===== src/rtl/alu_arbiter.sv =====
// alu_arbiter: shares one combinational 16-bit ALU between two requesters.
// Operations are granted round-robin, launched from registered operands,
// and the captured result is returned to the owner with a valid/ready handshake.
// Build option: define ALU_ARBITER_FIXED_PRIORITY_EN to make requester 0
// win every tie; otherwise ties alternate via last_grant.
module alu_arbiter #(
  parameter int WIDTH = 16,
  parameter int OPW   = 3
) (
  input  logic             clk,
  input  logic             reset,
  input  logic             req0_valid,
  output logic             req0_ready,
  input  logic [WIDTH-1:0] req0_data1,
  input  logic [WIDTH-1:0] req0_data2,
  input  logic [OPW-1:0]   req0_op,
  input  logic             req1_valid,
  output logic             req1_ready,
  input  logic [WIDTH-1:0] req1_data1,
  input  logic [WIDTH-1:0] req1_data2,
  input  logic [OPW-1:0]   req1_op,
  output logic             resp0_valid,
  input  logic             resp0_ready,
  output logic             resp1_valid,
  input  logic             resp1_ready,
  output logic [WIDTH-1:0] resp_result,
  output logic [WIDTH-1:0] alu_data1,
  output logic [WIDTH-1:0] alu_data2,
  output logic [OPW-1:0]   alu_op,
  input  logic [WIDTH-1:0] alu_result,
  output logic             busy
);

  typedef enum logic [1:0] {
    IDLE = 2'd0,
    EXEC = 2'd1,
    RESP = 2'd2
  } state_t;

  state_t           state;
  logic [WIDTH-1:0] a_reg;
  logic [WIDTH-1:0] b_reg;
  logic [OPW-1:0]   op_reg;
  logic [WIDTH-1:0] result_q;
  logic             owner;
  logic             grant0;
  logic             grant1;
  logic             resp_done;
`ifndef ALU_ARBITER_FIXED_PRIORITY_EN
  logic             last_grant;
`endif

  // Pick the winner among the valid requesters (only meaningful in IDLE).
  always_comb begin
    grant0 = 1'b0;
    grant1 = 1'b0;
`ifdef ALU_ARBITER_FIXED_PRIORITY_EN
    grant0 = req0_valid;
    grant1 = req1_valid & ~req0_valid;
`else
    if (req0_valid && req1_valid) begin
      // The requester that did not go last gets the tie.
      grant0 = last_grant;
      grant1 = ~last_grant;
    end else begin
      grant0 = req0_valid;
      grant1 = req1_valid;
    end
`endif
  end

  assign req0_ready  = (state == IDLE) & grant0;
  assign req1_ready  = (state == IDLE) & grant1;
  assign resp_done   = (state == RESP) & (owner ? resp1_ready : resp0_ready);

  // ALU is fed only from the registered operands, so it holds steady
  // outside EXEC and never sees the raw requester buses.
  assign alu_data1   = a_reg;
  assign alu_data2   = b_reg;
  assign alu_op      = op_reg;
  assign resp_result = result_q;

  // Main FSM: accept, execute for one cycle, hold result until consumed.
  always_ff @(posedge clk) begin
    if (reset) begin
      state       <= IDLE;
      a_reg       <= '0;
      b_reg       <= '0;
      op_reg      <= '0;
      result_q    <= '0;
      owner       <= 1'b0;
      resp0_valid <= 1'b0;
      resp1_valid <= 1'b0;
      busy        <= 1'b0;
`ifndef ALU_ARBITER_FIXED_PRIORITY_EN
      last_grant  <= 1'b1;
`endif
    end else begin
      case (state)
        IDLE: begin
          if (req0_ready) begin
            a_reg  <= req0_data1;
            b_reg  <= req0_data2;
            op_reg <= req0_op;
            owner  <= 1'b0;
            busy   <= 1'b1;
            state  <= EXEC;
          end else if (req1_ready) begin
            a_reg  <= req1_data1;
            b_reg  <= req1_data2;
            op_reg <= req1_op;
            owner  <= 1'b1;
            busy   <= 1'b1;
            state  <= EXEC;
          end
        end
        EXEC: begin
          result_q    <= alu_result;
          resp0_valid <= ~owner;
          resp1_valid <= owner;
          state       <= RESP;
        end
        RESP: begin
          // The non-owner's resp_ready plays no part here.
          if (resp_done) begin
            resp0_valid <= 1'b0;
            resp1_valid <= 1'b0;
            busy        <= 1'b0;
`ifndef ALU_ARBITER_FIXED_PRIORITY_EN
            last_grant  <= owner;
`endif
            state       <= IDLE;
          end
        end
        default: begin
          resp0_valid <= 1'b0;
          resp1_valid <= 1'b0;
          busy        <= 1'b0;
          state       <= IDLE;
        end
      endcase
    end
  end

endmodule


===== config.mk =====
export PLATFORM = sky130hd
export DESIGN_NAME = alu_arbiter
export DESIGN_NICKNAME = d
export VERILOG_FILES = /design/src/rtl/alu_arbiter.sv
export SDC_FILE = /design/constraint.sdc
export NUM_CORES = 1
export LEC_CHECK = 0
export ABC_AREA = 1
export ABC_CLOCK_PERIOD_IN_PS = 1350
export BUFFER_PORTS_ARGS = -buffer_cell sky130_fd_sc_hd__buf_2
export CAP_MARGIN = 20
export CORE_ASPECT_RATIO = 1.25
export CORE_MARGIN = 4
export CORE_UTILIZATION = 44
export DETAILED_ROUTE_END_ITERATION = 12
export GPL_ROUTABILITY_DRIVEN = 0
export PLACE_DENSITY = 0.86
export SLEW_MARGIN = 20
export SYNTH_ARGS = -nofsm -noshare
export SYNTH_HDL_FRONTEND = slang
export SYNTH_SLANG_ARGS = --single-unit

===== constraint.sdc =====
create_clock -name clk -period 1.35 [get_ports clk]
set_input_delay 0.2025 -clock clk [delete_from_list [all_inputs] [get_ports clk]]
set_output_delay 0.2025 -clock clk [all_outputs]
set_load 0.02 [all_outputs]

==> results_tabular.tex, run 1 <==
\begin{tabular}{lr}
\hline
Metric & Value \\
\hline
\multicolumn{2}{l}{\textbf{Run status}} \\
\quad Status & complete, but fails checks \\
\quad Violations in the final reports & setup timing \\
\multicolumn{2}{l}{\textbf{Finish}} \\
\quad Nets@finish & 638 \\
\quad Number of standard cells in the final layout excluding fillers & 617 \\
\quad Final antenna diode count & 0 \\
\quad Filler cells & 502 \\
\quad Share of layout cells above drive strength 1 & 38.8\% \\
\quad Area growth syn-to-layout & 50.1\% \\
\quad Final design instance area without fill & 3900 um\^{}2 \\
\quad Final core utilization & 67.4\% \\
\multicolumn{2}{l}{\textbf{Yosys}} \\
\quad Syn avg cell area & 6.74 um\^{}2 \\
\quad Flops \& latches, synth & 58 \\
\quad Cell area after synthesis & 2600 um\^{}2 \\
\quad Fraction of synthesized area in multiplexers & 0\% \\
\quad Compound-Gate Fraction of Synth Area & 11.6\% \\
\quad Proportion of synthesized chip area in sequential cells & 44.7\% \\
\quad Area share of and/or/nand/nor cells after synthesis & 30.6\% \\
\quad Most instantiated library cell after synthesis & sky130\_fd\_sc\_hd\_\_nand2\_1 \\
\quad Warnings, synthesis & 0 \\
\quad Post-synthesis net count & 477 \\
\quad Number of distinct library cells after synthesis & 17 \\
\quad Cells after synthesis & 385 \\
\quad Number of synthesized flops with an enable pin & 0 \\
\quad Adder and majority gate portion of the synthesized area & 0\% \\
\quad Fraction of synthesized cell area in xor and xnor cells & 0\% \\
\quad Fraction of synthesis flops using an asynchronous set or reset pin & 0\% \\
\quad Main combinational cell family by area after synthesis & simple AND/OR/NAND/NOR gates \\
\quad Top cells by area, synth & sky130\_fd\_sc\_hd\_\_dfxtp\_1 (45\%), sky130\_fd\_sc\_hd\_\_nand2\_1 (12\%), sky130\_fd\_sc\_hd\_\_nor2\_1 (9.0\%), sky130\_fd\_sc\_hd\_\_inv\_1 (7.4\%), sky130\_fd\_sc\_hd\_\_nand3\_1 (7.1\%) \\
\quad Synth area leader & sky130\_fd\_sc\_hd\_\_dfxtp\_1 \\
\quad Most used standard cells in the synthesized netlist & sky130\_fd\_sc\_hd\_\_nand2\_1 (84), sky130\_fd\_sc\_hd\_\_nor2\_1 (62), sky130\_fd\_sc\_hd\_\_dfxtp\_1 (58), sky130\_fd\_sc\_hd\_\_inv\_1 (51), sky130\_fd\_sc\_hd\_\_nand3\_1 (37) \\
\quad Top-area cell type share of the netlist area & 44.7\% \\
\quad Main synth FF type & sky130\_fd\_sc\_hd\_\_dfxtp\_1 \\
\multicolumn{2}{l}{\textbf{Global route}} \\
\quad Congestion Overflow GR & 0 \\
\quad Antenna violations before repair & 0 \\
\quad Maximum number of pins on one net before global-route repair & 30 \\
\quad Gr usage total & 19.7\% \\
\quad Number of global-route vias before repair & 2665 \\
\quad Wire length of the first global-routing pass & 11.4 mm \\
\multicolumn{2}{l}{\textbf{Clock tree}} \\
\quad Clock insertion delay at the later pin of the skew report & 0.33 ns \\
\quad Sinks on the clock net & 58 \\
\quad Hold bufs inserted after CTS & 0 \\
\quad Clock buffer count from CTS & 9 \\
\quad CTS tree & done \\
\quad Clock-pin slew reported for the worst setup and hold paths after clock tree synthesis & 0.07 ns \\
\quad Root Driver & sky130\_fd\_sc\_hd\_\_clkbuf\_8 \\
\quad Clock buffer depth & 2 \\
\quad Deepest level of the CTS H-tree & 3 \\
\multicolumn{2}{l}{\textbf{Timing}} \\
\quad Minimum hold slack & 0.120 ns \\
\quad Setup repair after global routing missed its margin & true \\
\quad Setup Skew & 0.00958 ns \\
\quad Final-layout setup total negative slack & -0.757 ns \\
\quad Max Slew Vio Count & 0 \\
\quad Worst Slack Setup Final & -0.0523 ns \\
\quad Max Freq & 713 MHz \\
\quad Worst-case headroom to the max-slew limit & 80.3\% \\
\quad Endpoints failing hold & 0 \\
\quad Final setup violation count & 22 \\
\quad Slew at the pin closest to its max-slew limit & 0.295 ns \\
\quad Minimum clock period & 1.40 ns \\
\quad Final period util & 104\% \\
\multicolumn{2}{l}{\textbf{Setup path}} \\
\quad Reg2reg end & alu\_data1[1]\$\_SDFFE\_PP0P\_ \\
\quad Signal arrival time at the worst endpoint & 1.66 ns \\
\quad Endpoint of the most critical setup path & alu\_data1[1]\$\_SDFFE\_PP0P\_ \\
\quad Reg2Reg Setup Slack & -0.05 ns \\
\quad Worst reg2reg startpoint & state[0]\$\_SDFFE\_PP0P\_ \\
\quad Capturing element type of the critical path & flop \\
\quad Maximum fanout encountered on the critical timing path & 7 \\
\quad Worst setup path startpoint & state[0]\$\_SDFFE\_PP0P\_ \\
\quad Startpoint kind of the worst setup timing path & flop \\
\quad CP Class & reg2reg \\
\quad Required @ worst endpoint & 1.61 ns \\
\quad Cell depth of the worst flop-to-flop path & 8 \\
\multicolumn{2}{l}{\textbf{Die}} \\
\quad Area of the die & 7200 um\^{}2 \\
\quad Area of the core & 5780 um\^{}2 \\
\quad Die Height & 93.9 um \\
\quad Standard-cell rows & 31 \\
\quad Number of top-level pins & 148 \\
\quad Die Width & 76.7 um \\
\quad Starting density of the core & 44.9\% \\
\multicolumn{2}{l}{\textbf{Drt}} \\
\quad Total wire length & 7.65 mm \\
\quad Routed via count & 2991 \\
\quad Detailed-route DRC error count & 0 \\
\quad Via/cell ratio & 4.85 \\
\quad Number of design-rule violations left by the first detailed-router iteration & 123 \\
\quad Final routed wire length divided by cell count & 12.4 um \\
\quad Antenna-violating nets left & 0 \\
\quad 1st-pass router iterations & 4 \\
\multicolumn{2}{l}{\textbf{Placement}} \\
\quad Number of port buffers & 147 \\
\quad Estimated wirelength of the detail-placed design & 5.35 mm \\
\quad Cell Count Post-Placement & 588 \\
\quad Placed cell areas & 3420 um\^{}2 \\
\quad Setup slack at placement & -0.00799 ns \\
\multicolumn{2}{l}{\textbf{Power and ir drop}} \\
\quad Worst vdd rail ir drop & 0.000903 V \\
\quad Part of the power in combinational logic & 27.6\% \\
\quad Int Pwr & 3.59 mW \\
\quad Static leakage & 2.14 nW \\
\quad Part of the total power dissipated in the clock network & 33.5\% \\
\quad Portion of total power attributed to sequential cells & 38.9\% \\
\quad Power, Total & 5.17 mW \\
\quad Pwr dens & 1330 nW/um\^{}2 \\
\quad Sw Ratio & 30.7\% \\
\quad Switching power total & 1.59 mW \\
\multicolumn{2}{l}{\textbf{Job}} \\
\quad Maximum Capacitance Violations & 0 \\
\multicolumn{2}{l}{\textbf{Worst hold path}} \\
\quad Worst min-delay path category & in2reg \\
\hline
\end{tabular}
[repair_timing]
action | CTS | global route
endpoints found under the setup margin | 2 | 37
resized for setup | 10 | 35
endpoints found under the hold margin | 0 | 0
pin swaps | 2 | 19
gates cloned | 0 | 3
setup buffers | 4 | 6
[power by group through the flow]
stage               Combinational (mW)  Sequential, mW  Clock [mW]
global route                      1.56            2.04        1.84
finish                            1.43            2.02        1.73
floorplan                        0.546            2.27           0
CTS                               1.29            2.02        1.76
detailed placement                1.24            2.05           0
global placement                  1.22            2.04           0
[kinds of logic (layout without fill, tap and decap cells)]
logic type / Yosys count / in the layout
buffers and inverters: 76 / 242
AOI/OAI and AO/OA: 59 / 59
DFF: 58 / 58
and+or+nand+nor: 192 / 192
[cell usage in the layout, fill, tap and decap left out, types with 3 or more instances in the layout]
cell	synthesis	layout
sky130_fd_sc_hd__a21oi_1	11	10
sky130_fd_sc_hd__buf_12	0	3
sky130_fd_sc_hd__buf_2	9	145
sky130_fd_sc_hd__buf_4	6	17
sky130_fd_sc_hd__buf_6	3	5
sky130_fd_sc_hd__clkbuf_8	0	10
sky130_fd_sc_hd__dfxtp_1	58	55
sky130_fd_sc_hd__dfxtp_2	0	3
sky130_fd_sc_hd__inv_1	51	49
sky130_fd_sc_hd__nand2_1	84	73
sky130_fd_sc_hd__nand2_2	0	8
sky130_fd_sc_hd__nand2_4	0	3
sky130_fd_sc_hd__nand3_1	37	37
sky130_fd_sc_hd__nand4_1	7	7
sky130_fd_sc_hd__nor2_1	62	61
sky130_fd_sc_hd__o21ai_0	26	17
sky130_fd_sc_hd__o21ai_1	20	25
sky130_fd_sc_hd__o21ai_2	0	3
[worst max-delay path: stages (launching register included)]
cell and delay (ns):
sky130_fd_sc_hd__dfxtp_2 0.33, sky130_fd_sc_hd__nor2_4 0.12, sky130_fd_sc_hd__buf_6 0.11, sky130_fd_sc_hd__buf_8 0.09, sky130_fd_sc_hd__o21ai_4 0.07, sky130_fd_sc_hd__nor2_4 0.24, sky130_fd_sc_hd__clkbuf_16 0.21, sky130_fd_sc_hd__nand2_1 0.05
sky130_fd_sc_hd__o21ai_1 0.11
[sequential cells by signal (all words and copies together) (netlist names)]
| name | cells |
|---|---|
| resp0_valid | 1 |
| resp1_valid | 1 |
| alu_op | 3 |
| resp_result | 16 |
| busy | 1 |
| alu_data1 | 16 |
| owner | 1 |
| alu_data2 | 16 |
| state | 2 |
| last_grant | 1 |
[metal layers]
metal	track usage (%)	wire [um]	vias to the layer above
met2	34.8	3940	117
met1	21.9	2970	1331
met4	11.2	197	0
met5	0	0	-
met3	4.22	537	18
li1	-	-	1525
[worst min-delay path by stage]
stage	startpoint	endpoint	cells after the start	slack (ns)
finish	req0_data1[9]	alu_data1[9]$_SDFFE_PP0P_	3	0.12
global route	req0_data1[0]	alu_data1[0]$_SDFFE_PP0P_	3	0.12
CTS	req0_data1[0]	alu_data1[0]$_SDFFE_PP0P_	3	0.11
detailed placement	req0_data1[0]	alu_data1[0]$_SDFFE_PP0P_	3	0.46
global placement	req0_data1[13]	alu_data1[13]$_SDFFE_PP0P_	3	0.45
floorplan	reset	alu_op[2]$_SDFFE_PP0P_	3	0.35
[cell type report]
| type | count | area [um^2] | area share, % |
|---|---|---|---|
| multi-input combinational | 251 | 1180 | 30.3 |
| sequential | 58 | 1160 | 29.9 |
| timing repair buffer | 174 | 1050 | 26.9 |
| inverter | 52 | 199 | 5.10 |
| clock buffer | 11 | 141 | 3.63 |
| tap | 66 | 82.6 | 2.12 |
| clock inverter | 5 | 77.6 | 1.99 |
(Power assumes the default switching activity.)
==> run 2, diff against run 1 <==
Settings changed: CORE_ASPECT_RATIO 1.25 to unset.
==> run 2 against run 1 <==
Against the previous run:
- the flow still finishes with violations (setup timing)
- sequential share of layout area grew 1.7 points
- worst setup slack improved by 0.036 ns
- non-clock buffer count shrank 9
- clock skew is 0.0011 ns higher
- sequential power about the same
- maximum frequency is 2.6% higher
- global-route usage rose by 0.13 points
- first-iteration DRC count fell by 8.9%
- largest power group unchanged
- highest routed layer unchanged
==> results_tabular.tex, run 2 (synthesis gave the netlist of run 1 again) <==
\begin{tabular}{lr}
\hline
Metric & Value \\
\hline
\multicolumn{2}{l}{\textbf{Run status}} \\
\quad Status & complete, but fails checks \\
\quad Violations in the final reports & setup timing \\
\multicolumn{2}{l}{\textbf{Die}} \\
\quad Standard-cell rows & 27 (-13\%) \\
\quad Starting density of the core & 46.3\% (+1.4 points) \\
\quad Area of the die & 7190 um\^{}2 (-0.10\%) \\
\quad Die Width & 84.8 um (+11\%) \\
\quad Die Height & 84.8 um (-9.7\%) \\
\quad Number of top-level pins & 148 (unchanged) \\
\quad Area of the core & 5610 um\^{}2 (-3.0\%) \\
\multicolumn{2}{l}{\textbf{Setup path}} \\
\quad Highest-delay cell along the critical path & sky130\_fd\_sc\_hd\_\_dfxtp\_2 \\
\quad Cells traversed along the worst timing path & nor2\_4 > o211ai\_1 > inv\_1 > buf\_6 \\
\quad Startpoint kind of the worst setup timing path & flop \\
\quad Required @ worst endpoint & 1.15 ns (-0.46 ns) \\
\quad Signal arrival time at the worst endpoint & 1.16 ns (-0.50 ns) \\
\quad Worst path buffer plus inverter count & 2 (-1) \\
\quad Delay of the slowest cell on the worst path & 0.34 ns (about the same) \\
\quad CP Class & reg2out \\
\quad Kind of cell adding the most delay to the critical path & flip-flops \\
\quad Capturing element type of the critical path & primary output \\
\quad Maximum fanout encountered on the critical timing path & 4 (-3) \\
\multicolumn{2}{l}{\textbf{Clock tree}} \\
\quad Clock buffer depth & 2 (unchanged) \\
\quad Sinks on the clock net & 58 (unchanged) \\
\quad CTS tree & done \\
\quad Clock insertion delay at the later pin of the skew report & 0.32 ns (about the same) \\
\quad Clock buffer count from CTS & 9 (unchanged) \\
\quad Hold bufs inserted after CTS & 0 (unchanged) \\
\quad Root Driver & sky130\_fd\_sc\_hd\_\_clkbuf\_8 \\
\quad Clock-pin slew reported for the worst setup and hold paths after clock tree synthesis & 0.07 ns (about the same) \\
\quad Deepest level of the CTS H-tree & 3 (unchanged) \\
\multicolumn{2}{l}{\textbf{Finish}} \\
\quad Filler cells & 511 (+1.8\%) \\
\quad Number of standard cells in the final layout excluding fillers & 614 (-0.49\%) \\
\quad Highest-count cells in the layout ignoring fill and taps & sky130\_fd\_sc\_hd\_\_buf\_2 (145), sky130\_fd\_sc\_hd\_\_nand2\_1 (84), sky130\_fd\_sc\_hd\_\_nor2\_1 (61) \\
\quad Nets@finish & 629 (-1.4\%) \\
\quad Area growth syn-to-layout & 42.1\% \\
\quad Share of layout cells above drive strength 1 & 34.9\% (-4.0 points) \\
\quad Leading cell type in the layout, fill and taps excluded & sky130\_fd\_sc\_hd\_\_buf\_2 \\
\quad Final antenna diode count & 0 (unchanged) \\
\multicolumn{2}{l}{\textbf{Timing}} \\
\quad Final period util & 101\% (-2.6 points) \\
\quad Max Freq & 732 MHz (+2.6\%) \\
\quad Minimum hold slack & 0.132 ns (+0.0123 ns) \\
\quad Endpoints failing hold & 0 (unchanged) \\
\quad Max Slew Vio Count & 0 (unchanged) \\
\quad Slew at the pin closest to its max-slew limit & 0.361 ns (+0.0656 ns) \\
\quad Minimum clock period & 1.37 ns (-0.0358 ns) \\
\quad Final-layout setup total negative slack & -0.0165 ns (+0.740 ns) \\
\quad Setup Skew & 0.0107 ns (+0.00110 ns) \\
\quad Setup repair after global routing missed its margin & true \\
\quad Worst-case headroom to the max-slew limit & 76.0\% (-4.4 points) \\
\quad Worst Slack Setup Final & -0.0165 ns (+0.0358 ns) \\
\quad Final setup violation count & 1 (-95\%) \\
\multicolumn{2}{l}{\textbf{Global route}} \\
\quad Number of global-route vias before repair & 2850 (+6.9\%) \\
\quad Antenna violations before repair & 0 (unchanged) \\
\quad Wire length of the first global-routing pass & 11.9 mm (+4.2\%) \\
\quad Gr usage total & 19.9\% (+0.13 points) \\
\quad Maximum number of pins on one net before global-route repair & 36 (+20\%) \\
\quad Congestion Overflow GR & 0 (unchanged) \\
\multicolumn{2}{l}{\textbf{Drt}} \\
\quad Uppermost layer routed & met4 \\
\quad Total routed wire length on the met1 layer & 3.06 mm (+2.9\%) \\
\quad Number of design-rule violations left by the first detailed-router iteration & 112 (-8.9\%) \\
\quad Via/cell ratio & 4.67 (-3.6\%) \\
\quad Total wire length & 7.21 mm (-5.6\%) \\
\quad Antenna-violating nets left & 0 (unchanged) \\
\quad Detailed-route DRC error count & 0 (unchanged) \\
\quad 1st-pass router iterations & 5 (+1) \\
\quad Wire length on met3 & 624 um (+16\%) \\
\quad DR WL met2 & 3.49 mm (-11\%) \\
\quad Routed via count & 2870 (-4.0\%) \\
\quad Final routed wire length divided by cell count & 11.7 um (-5.2\%) \\
\multicolumn{2}{l}{\textbf{Power and ir drop}} \\
\quad Part of the total power dissipated in the clock network & 34.4\% (+0.9 points) \\
\quad Sw Ratio & 30.5\% (-0.20 points) \\
\quad Switching power total & 1.53 mW (-3.8\%) \\
\quad Worst vdd rail ir drop & 0.000697 V (-23\%) \\
\quad Power, Total & 5.01 mW (-3.2\%) \\
\quad Static leakage & 2.06 nW (-4.0\%) \\
\quad Int Pwr & 3.48 mW (-2.9\%) \\
\quad Part of the power in combinational logic & 25.4\% (-2.2 points) \\
\quad Pwr dens & 1360 nW/um\^{}2 (+2.3\%) \\
\quad Portion of total power attributed to sequential cells & 40.2\% (+1.3 points) \\
\multicolumn{2}{l}{\textbf{Placement}} \\
\quad Setup slack at placement & -0.0307 ns (-0.0227 ns) \\
\quad Cell Count Post-Placement & 594 (+1.0\%) \\
\quad Number of port buffers & 147 (unchanged) \\
\quad Estimated wirelength of the detail-placed design & 5.45 mm (+1.9\%) \\
\multicolumn{2}{l}{\textbf{Worst hold path}} \\
\quad Worst min-delay path category & in2reg \\
\multicolumn{2}{l}{\textbf{Job}} \\
\quad Maximum Capacitance Violations & 0 (unchanged) \\
\hline
\end{tabular}
## run 2: changes by cell type in the layout (fill, tap and decap cells not counted), sizes merged
cell | previous run | this run
clkbuf | 13 | 10
clkinv | 2 | 4
clkinvlp | 2 | 0
inv | 51 | 52
buf | 172 | 165
## run 2: routing by layer
layer / vias up / track usage (%)
met1: 1240 / 22.1
met5: - / 0
met2: 124 / 35.2
li1: 1502 / -
met4: 0 / 8.78
met3: 4 / 5.44
## run 2: tightest hold or removal path: stages
cell and delay (ns):
sky130_fd_sc_hd__buf_2 0.08, sky130_fd_sc_hd__nor2_1 0.03, sky130_fd_sc_hd__o21ai_1 0.11
## run 2: area by class of cell
class | count | area [um^2] | share of cell area (%)
clock buffer | 10 | 138 | 3.73
clock inverter | 6 | 80.1 | 2.17
inverter | 52 | 195 | 5.29
multi-input combinational | 251 | 1120 | 30.3
sequential | 58 | 1160 | 31.6
tap | 72 | 90.1 | 2.44
timing repair buffer | 165 | 905 | 24.5
## run 2: final timing paths
| check | from | to | slack (ns) | cells past startpoint |
|---|---|---|---|---|
| worst max register to register | state[0]$_SDFFE_PP0P_ | alu_data1[15]$_SDFFE_PP0P_ | 0.11 | 8 |
| worst max-delay path | state[0]$_SDFFE_PP0P_ | req1_ready | -0.02 | 4 |
| worst min-delay path | req0_data1[12] | alu_data1[12]$_SDFFE_PP0P_ | 0.13 | 3 |
| worst min register to register | alu_data1[14]$_SDFFE_PP0P_ | alu_data1[14]$_SDFFE_PP0P_ | 0.47 | 2 |
## run 2: repair_timing
item	4_1_cts	5_1_grt
gates resized for setup	6	6
hold endpoints to repair	0	0
endpoints found under the setup margin	8	17
setup buffers	3	1
pin swaps	3	2
## run 2: power groups by stage
stage	Clock, mW	Combinational [mW]	Sequential (mW)
5_1_grt	1.83	1.42	2.04
3_5_place_dp	0	1.24	2.04
2_1_floorplan	0	0.546	2.27
6_report	1.73	1.27	2.01
3_3_place_gp	0	1.21	2.04
4_1_cts	1.78	1.27	2.01
## run 2: per-stage QoR
step / utilization, % / area, um^2
3_5_place_dp: 60.8 / 3410
3_3_place_gp: 60.8 / 3410
2_1_floorplan: - / 2600
5_1_grt: 65.8 / 3690
4_1_cts: 65.5 / 3670
6_report: 65.8 / 3690
